<file path="config.mk">
export PLATFORM = sky130hd
export DESIGN_NAME = sram_pattern_sequencer
export DESIGN_NICKNAME = d
export VERILOG_FILES = /design/src/rtl/sram_pattern_sequencer.sv
export SDC_FILE = /design/constraint.sdc
export NUM_CORES = 1
export LEC_CHECK = 0
export CAP_MARGIN = 10
export CORE_MARGIN = 1.5
export CORE_UTILIZATION = 48
export DETAILED_ROUTE_END_ITERATION = 8
export GPL_TIMING_DRIVEN = 0
export HOLD_SLACK_MARGIN = 0.08
export PLACE_DENSITY = 0.77
export SETUP_SLACK_MARGIN = 0.2
export SYNTH_ARGS = -nofsm -noshare
export SYNTH_HDL_FRONTEND = slang
export SYNTH_SLANG_ARGS = --single-unit
</file>
<file path="constraint.sdc">
create_clock -name clk -period 2.8 [get_ports clk]
set_clock_uncertainty 0.15 [all_clocks]
set_input_delay 0.56 -clock clk [delete_from_list [all_inputs] [get_ports clk]]
set_output_delay 0.56 -clock clk [all_outputs]
set_load 0.01 [all_outputs]
</file>
<file path="src/rtl/sram_pattern_sequencer.sv">
// SRAM self-test sequencer: full write pass then read-back pass against a
// selectable data pattern, reporting mismatch count and first failing word.
module sram_pattern_sequencer #(
   parameter int unsigned ADDR_W    = 19,
   parameter int unsigned DATA_W    = 8,
   parameter int unsigned LAST_ADDR = 2**19 - 1,
   parameter int unsigned ERR_W     = 20
) (
   input  logic              clk,
   input  logic              rst_n,
   input  logic              start_i,
   input  logic [1:0]        pattern_sel_i,
   input  logic [DATA_W-1:0] pattern_val_i,
   output logic              running_o,
   output logic              done_o,
   output logic              pass_o,
   output logic [ERR_W-1:0]  err_count_o,
   output logic [ADDR_W-1:0] first_err_addr_o,
   output logic [DATA_W-1:0] first_err_data_o,
   output logic              ctrl_start_o,
   output logic              ctrl_rw_o,
   output logic [ADDR_W-1:0] ctrl_addr_o,
   output logic [DATA_W-1:0] ctrl_wdata_o,
   input  logic [DATA_W-1:0] ctrl_rdata_i,
   input  logic              ctrl_rd_ready_i,
   input  logic              ctrl_wr_done_i,
   input  logic              ctrl_busy_i
);

   localparam int unsigned SETTLE_W   = 3;
   localparam logic [SETTLE_W-1:0] SETTLE_CYC = SETTLE_W'(4);
   localparam logic [ADDR_W-1:0]   LAST_A     = ADDR_W'(LAST_ADDR);

   typedef enum logic [2:0] {
      S_IDLE,
      S_WR_ISSUE,
      S_WR_WAIT,
      S_RD_WAIT,
      S_DONE
   } state_e;

   state_e                state_q, state_d;
   logic [SETTLE_W-1:0]   settle_q;
   logic [1:0]            sel_q, sel_d;
   logic [DATA_W-1:0]     val_q, val_d;
   logic [ADDR_W-1:0]     addr_q, addr_d;
   logic [DATA_W-1:0]     wdata_q, wdata_d;
   logic                  rw_q, rw_d;
   logic                  cstart_q, cstart_d;
   logic                  running_q, running_d;
   logic                  done_q, done_d;
   logic                  pass_q, pass_d;
   logic [ERR_W-1:0]      err_q, err_d;
   logic [ADDR_W-1:0]     ferr_addr_q, ferr_addr_d;
   logic [DATA_W-1:0]     ferr_data_q, ferr_data_d;

   logic                  settled_c;
   logic                  start_ok_c;
   logic                  last_c;
   logic [ADDR_W-1:0]     next_addr_c;
   logic                  mismatch_c;

   // Pattern used for both write data and expected read data.
   function automatic logic [DATA_W-1:0] pat(input logic [1:0]        sel,
                                             input logic [DATA_W-1:0] val,
                                             input logic [ADDR_W-1:0] a);
      logic [DATA_W-1:0] r;
      r = val;
      unique case (sel)
         2'd0: r = val;
         2'd1: r = DATA_W'(a);
         2'd2: r = ~DATA_W'(a);
         default: begin
            for (int i = 0; i < int'(DATA_W); i++) begin
               r[i] = ((i % 2) == 0) ^ a[0];
            end
         end
      endcase
      return r;
   endfunction

   assign settled_c   = (settle_q == SETTLE_CYC);
   assign start_ok_c  = start_i && settled_c;
   assign last_c      = (addr_q == LAST_A);
   assign next_addr_c = addr_q + ADDR_W'(1);
   assign mismatch_c  = (ctrl_rdata_i != pat(sel_q, val_q, addr_q));

   // State register and post-reset settle counter (controller has no reset).
   always_ff @(posedge clk or negedge rst_n) begin
      if (!rst_n) begin
         state_q  <= S_IDLE;
         settle_q <= '0;
      end else begin
         state_q <= state_d;
         if (!settled_c) begin
            settle_q <= settle_q + SETTLE_W'(1);
         end
      end
   end

   // Next-state logic.
   always_comb begin
      state_d = state_q;
      unique case (state_q)
         S_IDLE:     if (start_ok_c) state_d = S_WR_ISSUE;
         S_WR_ISSUE: if (!ctrl_busy_i) state_d = S_WR_WAIT;
         S_WR_WAIT:  if (ctrl_wr_done_i && last_c) state_d = S_RD_WAIT;
         S_RD_WAIT:  if (ctrl_rd_ready_i && last_c) state_d = S_DONE;
         S_DONE:     state_d = S_IDLE;
         default:    state_d = S_IDLE;
      endcase
   end

   // Output / datapath next values. A done pulse means busy drops on the
   // following cycle, so the next access is issued on the same edge.
   always_comb begin
      sel_d       = sel_q;
      val_d       = val_q;
      addr_d      = addr_q;
      wdata_d     = wdata_q;
      rw_d        = rw_q;
      cstart_d    = 1'b0;
      running_d   = running_q;
      done_d      = done_q;
      pass_d      = pass_q;
      err_d       = err_q;
      ferr_addr_d = ferr_addr_q;
      ferr_data_d = ferr_data_q;
      unique case (state_q)
         S_IDLE: begin
            if (start_ok_c) begin
               sel_d       = pattern_sel_i;
               val_d       = pattern_val_i;
               addr_d      = '0;
               err_d       = '0;
               ferr_addr_d = '0;
               ferr_data_d = '0;
               done_d      = 1'b0;
               pass_d      = 1'b0;
            end
         end
         S_WR_ISSUE: begin
            if (!ctrl_busy_i) begin
               cstart_d  = 1'b1;
               rw_d      = 1'b0;
               wdata_d   = pat(sel_q, val_q, addr_q);
               running_d = 1'b1;
            end
         end
         S_WR_WAIT: begin
            if (ctrl_wr_done_i) begin
               cstart_d = 1'b1;
               if (last_c) begin
                  addr_d = '0;
                  rw_d   = 1'b1;
               end else begin
                  addr_d  = next_addr_c;
                  rw_d    = 1'b0;
                  wdata_d = pat(sel_q, val_q, next_addr_c);
               end
            end
         end
         S_RD_WAIT: begin
            if (ctrl_rd_ready_i) begin
               if (mismatch_c) begin
                  if (err_q == '0) begin
                     ferr_addr_d = addr_q;
                     ferr_data_d = ctrl_rdata_i;
                  end
                  if (err_q != '1) begin
                     err_d = err_q + ERR_W'(1);
                  end
               end
               if (last_c) begin
                  running_d = 1'b0;
                  done_d    = 1'b1;
                  pass_d    = (err_d == '0);
               end else begin
                  addr_d   = next_addr_c;
                  rw_d     = 1'b1;
                  cstart_d = 1'b1;
               end
            end
         end
         S_DONE: ;
         default: ;
      endcase
   end

   // Registered outputs and working registers.
   always_ff @(posedge clk or negedge rst_n) begin
      if (!rst_n) begin
         sel_q       <= '0;
         val_q       <= '0;
         addr_q      <= '0;
         wdata_q     <= '0;
         rw_q        <= 1'b0;
         cstart_q    <= 1'b0;
         running_q   <= 1'b0;
         done_q      <= 1'b0;
         pass_q      <= 1'b0;
         err_q       <= '0;
         ferr_addr_q <= '0;
         ferr_data_q <= '0;
      end else begin
         sel_q       <= sel_d;
         val_q       <= val_d;
         addr_q      <= addr_d;
         wdata_q     <= wdata_d;
         rw_q        <= rw_d;
         cstart_q    <= cstart_d;
         running_q   <= running_d;
         done_q      <= done_d;
         pass_q      <= pass_d;
         err_q       <= err_d;
         ferr_addr_q <= ferr_addr_d;
         ferr_data_q <= ferr_data_d;
      end
   end

   assign running_o        = running_q;
   assign done_o           = done_q;
   assign pass_o           = pass_q;
   assign err_count_o      = err_q;
   assign first_err_addr_o = ferr_addr_q;
   assign first_err_data_o = ferr_data_q;
   assign ctrl_start_o     = cstart_q;
   assign ctrl_rw_o        = rw_q;
   assign ctrl_addr_o      = addr_q;
   assign ctrl_wdata_o     = wdata_q;

endmodule

</file>
**Yosys cells after proc, flatten, opt, wreduce, memory -nomap -nowiden**

Index checks and enable logic that the tools add are counted.
W data, S select, Z words.

- $add $sub $neg: 3
- Equal/unequal tests: 20
- Multiplexer cells: 55
- Bitwise operators: 4
- Reduce and logical (&&, ||, !) cells: 21

Operator list:

| kind | count |
|---|---|
| $mux W19 | 8 |
| $mux W20 | 6 |
| $pmux W19 S3 | 1 |
| $mux W8 | 7 |
| $pmux W8 S3 | 2 |
| $logic_not A20 Y1 | 2 |
| $pmux W20 S2 | 1 |
| $pmux W19 S2 | 1 |
| $pmux W8 S2 | 2 |
| $ne A2 B2 Y1 const B | 11 |
| $add A20 B1 Y20 const B | 1 |
| $ne A20 B20 Y1 const B | 1 |
| $add A19 B1 Y19 const B | 1 |
| $eq A19 B19 Y1 const B | 1 |
| $mux W1 | 17 |
| $not A8 Y8 | 2 |
| $reduce_and A4 Y1 | 4 |
| $reduce_and A5 Y1 | 3 |
| $mux W3 | 4 |
| $pmux W3 S4 | 1 |
| $ne A8 B8 Y1 | 1 |
| $eq A3 B2 Y1 const B | 2 |
| $pmux W1 S2 | 3 |
| $pmux W1 S3 | 2 |
| 13 further kinds | 19 |

- Register bits after elaboration: 95
- Input port bits: 24
- Output and inout port bits: 79
- Logic and storage cells: 117

**Depth between registers and ports, before layout**

Gate-level depths: netlist of the first run.

- Word-level depth: 10
- Mapped depth: 13

**Worst setup path before layout of the first run**

No wires, ideal clock.

- Path type: reg-to-reg
- From: reg addr_q[6], in the netlist ctrl_addr_o[6]
- To: reg pass_q, in the netlist pass_o
- Library setup time: 92 ps
- Arrival time: 2704 ps
- Data required time: 2558 ps
- Path slack: -145 ps
- Stages on the path, launching flop included: 11
- Path buffers: 2
- Cell sequence: dfrtp_1 -> buf_2 -> o32a_1 -> a21o_1 -> a211o_1 -> or4_4 -> buf_6 -> a311o_1 -> a22oi_1 -> o2111ai_1 -> o31ai_2

- Word-level cells in the longest chain between the ends: 10

RTL lines:

| what | RTL line | source |
|---|---|---|
| start, declared | 46 | `logic [ADDR_W-1:0] addr_q, addr_d;` |
| start signal, assigned | 208 | `addr_q <= addr_d;` |
| $not A8 Y8 | 72 | `2'd2: r = ~DATA_W'(a);` |
| $pmux W8 S3 | 69 | `unique case (sel)` |
| $ne A8 B8 Y1 | 86 | `assign mismatch_c = (ctrl_rdata_i != pat(sel_q, val_q, addr_q));` |
| $mux W20 | 165 | `if (mismatch_c) begin` |
| $mux W20 | 164 | `if (ctrl_rd_ready_i) begin` |
| $mux W20 | 129 | `unique case (state_q)` |
| $logic_not A20 Y1 | 177 | `pass_d = (err_d == '0);` |
| $mux W1 | 174 | `if (last_c) begin` |
| $mux W1 | 164 |  |
| $pmux W1 S2 | 129 |  |
| end signal, assigned | 214 | `pass_q <= pass_d;` |
| end, declared | 52 | `logic pass_q, pass_d;` |

Several ways; a longest one is shown, not always the timed one. The select of a mux whose other input is x is not followed.
A chain may end at the register's enable or synchronous reset.

**Final worst setup path of the first run**

- From: reg sel_q[1]
- To: reg pass_q, in the netlist pass_o

- Word-level cells in the longest chain between the ends: 10

RTL lines:

| what | RTL line | source |
|---|---|---|
| start, declared | 44 | `logic [1:0] sel_q, sel_d;` |
| start signal, assigned | 206 | `sel_q <= sel_d;` |
| $eq A2 B2 Y1, or another cell as far along | 69 |  |
| $pmux W8 S3 (*) | 69 |  |
| $ne A8 B8 Y1 (*) | 86 |  |
| $mux W20 (*) | 165 |  |
| $mux W20 (*) | 164 |  |
| $mux W20 (*) | 129 |  |
| $logic_not A20 Y1 (*) | 177 |  |
| $mux W1 (*) | 174 |  |
| $mux W1 (*) | 164 |  |
| $pmux W1 S2 (*) | 129 |  |

Every way passes the cells marked *; elsewhere a longest branch is shown, timed or not. The select of a mux whose other input is x is not followed.

==> results of run 1 <==
-- synth_stat cells (5+ instances only) --
library cell,instances
and3_1,14
o31ai_1,15
clkbuf_1,25
inv_1,42
a21oi_1,28
xnor2_1,12
nand4_1,11
ha_1,5
nor2_1,56
mux2i_1,10
nor4_1,7
nor2b_1,14
nand2_1,79
nand3_1,53
o21ai_0,84
dfrtp_1,95
buf_2,11
and2_1,6
buf_1,6
o211ai_1,5
a31oi_1,10
nor3_1,17
or3_1,9
nand2b_1,13
-- logic make-up after synthesis --
logic type / synth area share (%)
DFF: 42.11
muxes: 2.571
AOI/OAI and AO/OA: 20.24
xor gates and xnor gates: 2.327
and+or+nand+nor: 25.29
adders and majority gates: 1.108
buffers and inverters: 6.361
-- metal layers --
metal | vias to the layer above | GRT usage (%)
met5 | - | 0
met4 | 0 | 12.49
met3 | 60 | 6.696
met2 | 380 | 46.95
met1 | 3059 | 45.15
li1 | 2806 | -
-- power breakdown --
| part | switching, uW | total (uW) | internal [uW] | leakage (uW) |
|---|---|---|---|---|
| sequential | 310 | 2000 | 1690 | 0.00125 |
| clock | 572 | 1410 | 840 | 0.000167 |
| combinational | 2620 | 4900 | 2270 | 0.00209 |
-- worst paths after layout --
path / from / endpoint / slack [ns] / depth (start not counted)
max: sel_q[1]$_DFFE_PN0P_ / pass_o$_DFFE_PN0P_ / -0.34 / 10
min: ctrl_wdata_o[7]$_DFFE_PN0P_ / ctrl_wdata_o[7]$_DFFE_PN0P_ / 0.36 / 1
max reg2reg: sel_q[1]$_DFFE_PN0P_ / pass_o$_DFFE_PN0P_ / -0.34 / 10
min reg2reg: ctrl_wdata_o[7]$_DFFE_PN0P_ / ctrl_wdata_o[7]$_DFFE_PN0P_ / 0.36 / 1
max in group asynchronous: rst_n / err_count_o[0]$_DFFE_PN0P_ / 1.28 / 3
min in group asynchronous: rst_n / first_err_addr_o[0]$_DFFE_PN0P_ / 0.52 / 2
-- state kept, by name (all words and copies together) (netlist names) --
register and cells:
err_count_o 20, ctrl_addr_o 19, ctrl_start_o 1, state_q 3, ctrl_rw_o 1, val_q 8
ctrl_wdata_o 8, first_err_data_o 8, running_o 1, pass_o 1, done_o 1, settle_q 3
sel_q 2, first_err_addr_o 19
-- timing repair --
action / CTS / global route
hold buffers: 1 / 0
pin swaps: 16 / 20
endpoints found under the hold margin: 26 / 0
resized for setup: 115 / 96
gates cloned: 8 / 1
endpoints found under the setup margin: 87 / 78
setup buffers: 32 / 13
-- per-stage QoR --
step | hold slack, ns | utilization [%] | area, sq um | power [uW] | TNS [ns]
after CTS | 0.3661 | 71.58 | 8208 | 7622 | -6.189
after floorplan | 0.1144 | - | 5848 | 4137 | -0.1004
after detailed placement | 0.3481 | 61.68 | 7073 | 5377 | -43.16
final | 0.3648 | 74.96 | 8596 | 8306 | -8.441
after global placement | 0.3400 | 61.46 | 7048 | 5258 | -267.11
after global routing | 0.3776 | 74.96 | 8596 | 8681 | -13.05
-- area by class of cell --
class / instances / share of cell area [%]
clock buffer: 11 / 2.940
sequential: 95 / 27.70
clock inverter: 5 / 1.004
buffer: 45 / 4.629
tap: 143 / 2.082
inverter: 43 / 1.878
timing repair buffer: 156 / 18.54
multi-input combinational: 513 / 41.22
==> impl_results.md, run 1 <==
- Outcome: complete, but fails checks
- Failing checks: setup timing
- PortBufs: 102
- Antenna violations before repair: 0
- Crit. End Element: flop
- Row Count: 39
- CTS tree: built
- Post-Synthesis Cells: 694
- Syn nets: 723
- Die Y: 111.5 microns
- Share of layout cells above drive strength 1: 25.23%
- Worst vdd ir: 0.6143 mV
- Yosys reg bits: 95
- Non-filler instance count after layout: 1,011
- Sequential Area: 0.002381 sq mm
- Commonest non-fill, non-tap cell in the layout: clkdlybuf4s50_1
- CP dominant cell by count: buf_6
- CTS buffer count: 9
- Inst Count DP: 940
- Post-synth top area share: 42.11%
- Vias per cell: 6.236
- DR top layer: met4
- # diodes: 0
- Total routed wirelength: 20.37 mm
- Pre-CTS setup slack: -0.9881 ns
- Crit path arrival time: 3.26 ns
- Asr flop ratio synth: 100.0%
- Post-route ant nets: 0
- Rel. slew slack: 42.91%
- Clock transition at path regs: 0.07 ns
- First-pass GRT wire length: 31.10 mm
- Final setup violation count: 60
- Placeable core area: 0.01147 sq mm
- WP data required: 2.92 ns
- Final WS setup: -0.3356 ns
- Gr usage total: 31.54%
- DIE AREA: 0.01242 sq mm
- # clock sinks: 95
- Global route overflow: 0
- Worst path cell trace: buf_6, o32a_1, a21o_1, a211o_1, or4_4, buf_6, a311o_1, a22oi_2, o2111ai_2, o31ai_2
- DRC violation count after routing: 0
- Tmin final: 3.136 ns
- DR WL/cell: 20.15 microns
- WS Path Type: reg -> reg
- HPWL after DPL: 12.60 mm
- Detailed Routing Iterations Pass 1: 6
- RSZ-0062 raised after global routing: true
- Worst-case clock buffer depth: 2
- Leak: 0.003515 uW
- Crit-path max FO: 6
- HP Class: reg -> reg
- Library cells used by synthesis: 60
- Final Hold Violating Endpoints: 0
- WL met2: 9.241 mm
- Fmax: 0.3189 GHz
- Starting Density: 49.23%
- Vias in the first global route: 5,891
- H-Tree Depth: 3
- Post-synth top area cell: dfrtp_1
- Top cells by area, synth: dfrtp_1 (42%), o21ai_0 (7.4%), nand2_1 (5.3%)
- Max_cap viols: 0
- Clock Tree Root: clkbuf_16
- Synthesized cell area: 0.005645 sq mm
- Worst-skew pair later-pin latency: 0.36 ns
- CP startpoint kind: flop
- Warnings, synthesis: 0
- DRT iter0 DRCs: 731
- CP bufs+invs: 2
- I/O pins: 103
- Die X: 111.5 microns
- WL met3: 1.713 mm
- Post-synthesis sequential area ratio: 42.11%
- Area Growth Syn to Fin: 52.26%
- Final RePlAce weighted congestion: 0.9389
- P per Cell Area: 966.3 mW/mm^2
- Commonest cells after routing, fill and taps aside: clkdlybuf4s50_1 (101), dfrtp_1 (92), nand2_1 (72)
- Slew Viols, Final: 0
- Worst path slowest cell: or4_4
- EDFF count, synth: 0
- Fill cells: 791
- Largest net degree at the start of global routing: 70
- M1 WL: 8.795 mm
- Syn avg cell area: 8.135 sq um
- Top Family by Delay on Critical Path: compound AO/OA/AOI/OAI gates
- Top FF cell, synth: dfrtp_1
- DR vias: 6,305
- Delay of the slowest cell on the worst path: 0.45 ns
- Tightest Pin Transition: 0.8485 ns
- Nets: 892
- Multi-input logic area: 0.003543 sq mm
- Final period utilization: 112.0%
No activity file was read; power rests on OpenSTA's default activity.
==> run 2: changes to the inputs <==
--- a/config.mk
+++ b/config.mk
@@ -6,13 +6,11 @@
 export NUM_CORES = 1
 export LEC_CHECK = 0
 export CAP_MARGIN = 10
-export CORE_MARGIN = 1.5
 export CORE_UTILIZATION = 48
 export DETAILED_ROUTE_END_ITERATION = 8
 export GPL_TIMING_DRIVEN = 0
 export HOLD_SLACK_MARGIN = 0.08
 export PLACE_DENSITY = 0.77
-export SETUP_SLACK_MARGIN = 0.2
 export SYNTH_ARGS = -nofsm -noshare
 export SYNTH_HDL_FRONTEND = slang
 export SYNTH_SLANG_ARGS = --single-unit
==> run 2 against run 1 <==
Largest cell class unchanged. Cell count is 2.0% lower. The flow still finishes with violations (setup timing). Sequential power hardly changed. Clock-buffer cell count stayed put. Critical path depth is 2 higher. Global-route usage is 1.9 points lower. Worst hold slack worse by 0.011 ns. Setup slack better by 0.030 ns. Via count is 5.3% lower. Core utilization is 3.6 points lower. Die area is 1.8% lower. Critical path type unchanged. Non-clock buffer count is 18 lower. Routed wire length is 10% lower.
==> impl_results.md, run 2 (same netlist as run 1, synthesis figures left out) <==
- Leak: 0.003306 uW (-6.0%)
- Max_cap viols: 0 (unchanged)
- Max reg flops: 20 (unchanged)
- Final Hold Violating Endpoints: 0 (unchanged)
- Pre-CTS setup slack: -1.282 ns (-0.2937 ns)
- Rel. slew slack: 39.21% (-3.7 points)
- Delay of the slowest cell on the worst path: 0.55 ns (+0.10 ns)
- Slew Viols, Final: 0 (unchanged)
- CTS tree: built
- Detailed Routing Iterations Pass 1: 6 (unchanged)
- Area Growth Syn to Fin: 44.35%
- R2r worst-path depth: 12 (+2)
- Post-route ant nets: 0 (unchanged)
- Global route overflow: 0 (unchanged)
- CP startpoint kind: flop
- Sequential Area: 0.002382 sq mm (about the same)
- First-pass GRT wire length: 29.31 mm (-5.7%)
- Worst vdd ir: 0.6291 mV (+2.4%)
- Fill cells: 900 (+14%)
- Die Y: 110.5 microns (-0.90%)
- Vias per cell: 6.023 (-3.4%)
- Hold Path Cell Cnt: 2 (+1)
- HPWL after DPL: 12.27 mm (-2.7%)
- Multi-input logic area: 0.003385 sq mm (-4.5%)
- Vias in the first global route: 5,826 (-1.1%)
- Die X: 110.5 microns (-0.90%)
- Fin area: 0.008149 sq mm (-5.2%)
- Antenna violations before repair: 0 (unchanged)
- Crit. End Element: flop
- H-Tree Depth: 3 (unchanged)
- Nets: 872 (-2.2%)
- Total negative slack: -1.621 ns (+6.820 ns)
- Clock Tree Root: clkbuf_16
- DRC violation count after routing: 0 (unchanged)
- DR WL/cell: 18.43 microns (-8.5%)
- WP data required: 2.92 ns (about the same)
- Hold_ws: 0.3538 ns (-0.01093 ns)
- HP Class: reg -> reg
- Total routed wirelength: 18.27 mm (-10%)
- Row Count: 39 (unchanged)
- Crit path arrival time: 3.22 ns (-0.04 ns)
- Inst Count DP: 940 (unchanged)
- WS Path Type: reg -> reg
- # clock sinks: 95 (unchanged)
- Final period utilization: 110.9% (-1.1 points)
- DRT iter0 DRCs: 406 (-44%)
- Worst-case clock buffer depth: 2 (unchanged)
- Tmin final: 3.106 ns (-0.02999 ns)
- DIE AREA: 0.01220 sq mm (-1.8%)
- Final RePlAce weighted congestion: 0.9215 (-1.9%)
- Crit-path max FO: 10 (+4)
- Failing checks: setup timing
- Final WS setup: -0.3056 ns (+0.02999 ns)
- Placeable core area: 0.01142 sq mm (-0.42%)
- Worst-skew pair later-pin latency: 0.35 ns (about the same)
- Tightest Pin Transition: 0.9050 ns (+0.05642 ns)
- Gr usage total: 29.68% (-1.9 points)
- Commonest non-fill, non-tap cell in the layout: clkdlybuf4s50_1
- Commonest cells after routing, fill and taps aside: clkdlybuf4s50_1 (101), dfrtp_1 (91), nand2_1 (78)
- Clock transition at path regs: 0.07 ns (about the same)
- Non-filler instance count after layout: 991 (-2.0%)
- CP dominant cell by count: buf_6
- Fmax: 0.3220 GHz (+0.97%)
- Final setup violation count: 31 (-48%)
- RSZ-0062 raised after global routing: true
- # diodes: 0 (unchanged)
- Outcome: complete, but fails checks
- I/O pins: 103 (unchanged)
- P per Cell Area: 925.2 mW/mm^2 (-4.3%)
- PortBufs: 102 (unchanged)
- Share of layout cells above drive strength 1: 21.11% (-4.1 points)
- Starting Density: 49.44% (+0.21 points)
- Largest net degree at the start of global routing: 71 (+1.4%)
- DR vias: 5,969 (-5.3%)
- Post-DP Area: 0.006885 sq mm (-2.7%)
- Worst path cell trace: buf_6, buf_6, nand2b_4, o32ai_4, nor3_2, nand4b_1, or4_4, buf_6, a311o_1, a22oi_2, o2111ai_2, o31ai_2
- Worst path slowest cell: or4_4
- CTS buffer count: 9 (unchanged)
-- run 2: cell types whose count changed in the layout (fill, tap and decap cells not counted), sizes merged --
| cell | change |
|---|---|
| clkinvlp | +1 |
| o21ai | -1 |
| nor2 | -1 |
| inv | -1 |
| bufbuf | -1 |
| clkbuf | -4 |
| buf | -13 |
-- run 2: what timing repair did --
| item | CTS | global route |
|---|---|---|
| pin swaps | 6 | 17 |
| endpoints found under the setup margin | 78 | 78 |
| endpoints found under the hold margin | 25 | 0 |
| resized for setup | 97 | 109 |
| buffers inserted | 15 | 17 |
| gates cloned | 4 | 0 |
| hold buffers | 1 | 0 |
-- run 2: power by group --
| part | internal, uW | leakage [uW] | switching [uW] |
|---|---|---|---|
| combinational | 1940 | 0.00190 | 2300 |
| clock | 786 | 0.000150 | 550 |
| sequential | 1690 | 0.00125 | 281 |
-- run 2: area by class of cell --
type                    count  area share, %
plain buffers              43          4.069
clock buffers              11          2.856
clock inverters             5         0.9980
inverters                  43          1.981
multi-input cells         511          41.53
flip-flops and latches     95          29.23
well taps                 143          2.196
repair buffers            140          17.13
-- run 2: worst max-delay path, delay by kind of cell (launching register included) --
family	cells	cell delay, ns
AOI/OAI and AO/OA	5	0.99
and+or+nand+nor	4	0.97
buffers and inverters	3	0.45
DFF	1	0.44
-- run 2: metrics by stage --
step           util (%)  total power, uW
2_1_floorplan         -             3952
3_3_place_gp      60.08             5069
3_5_place_dp      60.30             5151
4_1_cts           67.07             7029
5_1_grt           71.37             7958
6_report          71.37             7540
-- run 2: worst paths after layout --
kind	from	endpoint	slack, ns
min	ctrl_rw_o$_DFFE_PN0P_	ctrl_rw_o$_DFFE_PN0P_	0.35
min reg2reg	ctrl_rw_o$_DFFE_PN0P_	ctrl_rw_o$_DFFE_PN0P_	0.35
min in group asynchronous	rst_n	first_err_addr_o[4]$_DFFE_PN0P_	0.51
max in group asynchronous	rst_n	err_count_o[1]$_DFFE_PN0P_	1.31
max reg2reg	sel_q[0]$_DFFE_PN0P_	pass_o$_DFFE_PN0P_	-0.31
max	sel_q[0]$_DFFE_PN0P_	pass_o$_DFFE_PN0P_	-0.31
-- run 2: routing by layer --
layer / routed length [microns] / vias up / global-route usage [%]
li1: - / 2764 / -
met2: 9101 / 245 / 48.53
met1: 7654 / 2916 / 38.81
met4: 586 / 0 / 14.76
met3: 924 / 44 / 3.787
met5: 0 / - / 0
==> run 3: changes to the inputs <==
--- a/config.mk
+++ b/config.mk
@@ -5,6 +5,7 @@
 export SDC_FILE = /design/constraint.sdc
 export NUM_CORES = 1
 export LEC_CHECK = 0
+export ABC_CLOCK_PERIOD_IN_PS = 2800
 export CAP_MARGIN = 10
 export CORE_UTILIZATION = 48
 export DETAILED_ROUTE_END_ITERATION = 8
==> results of run 3 <==
Final layout, timing and power as in run 2 (identical DEF).
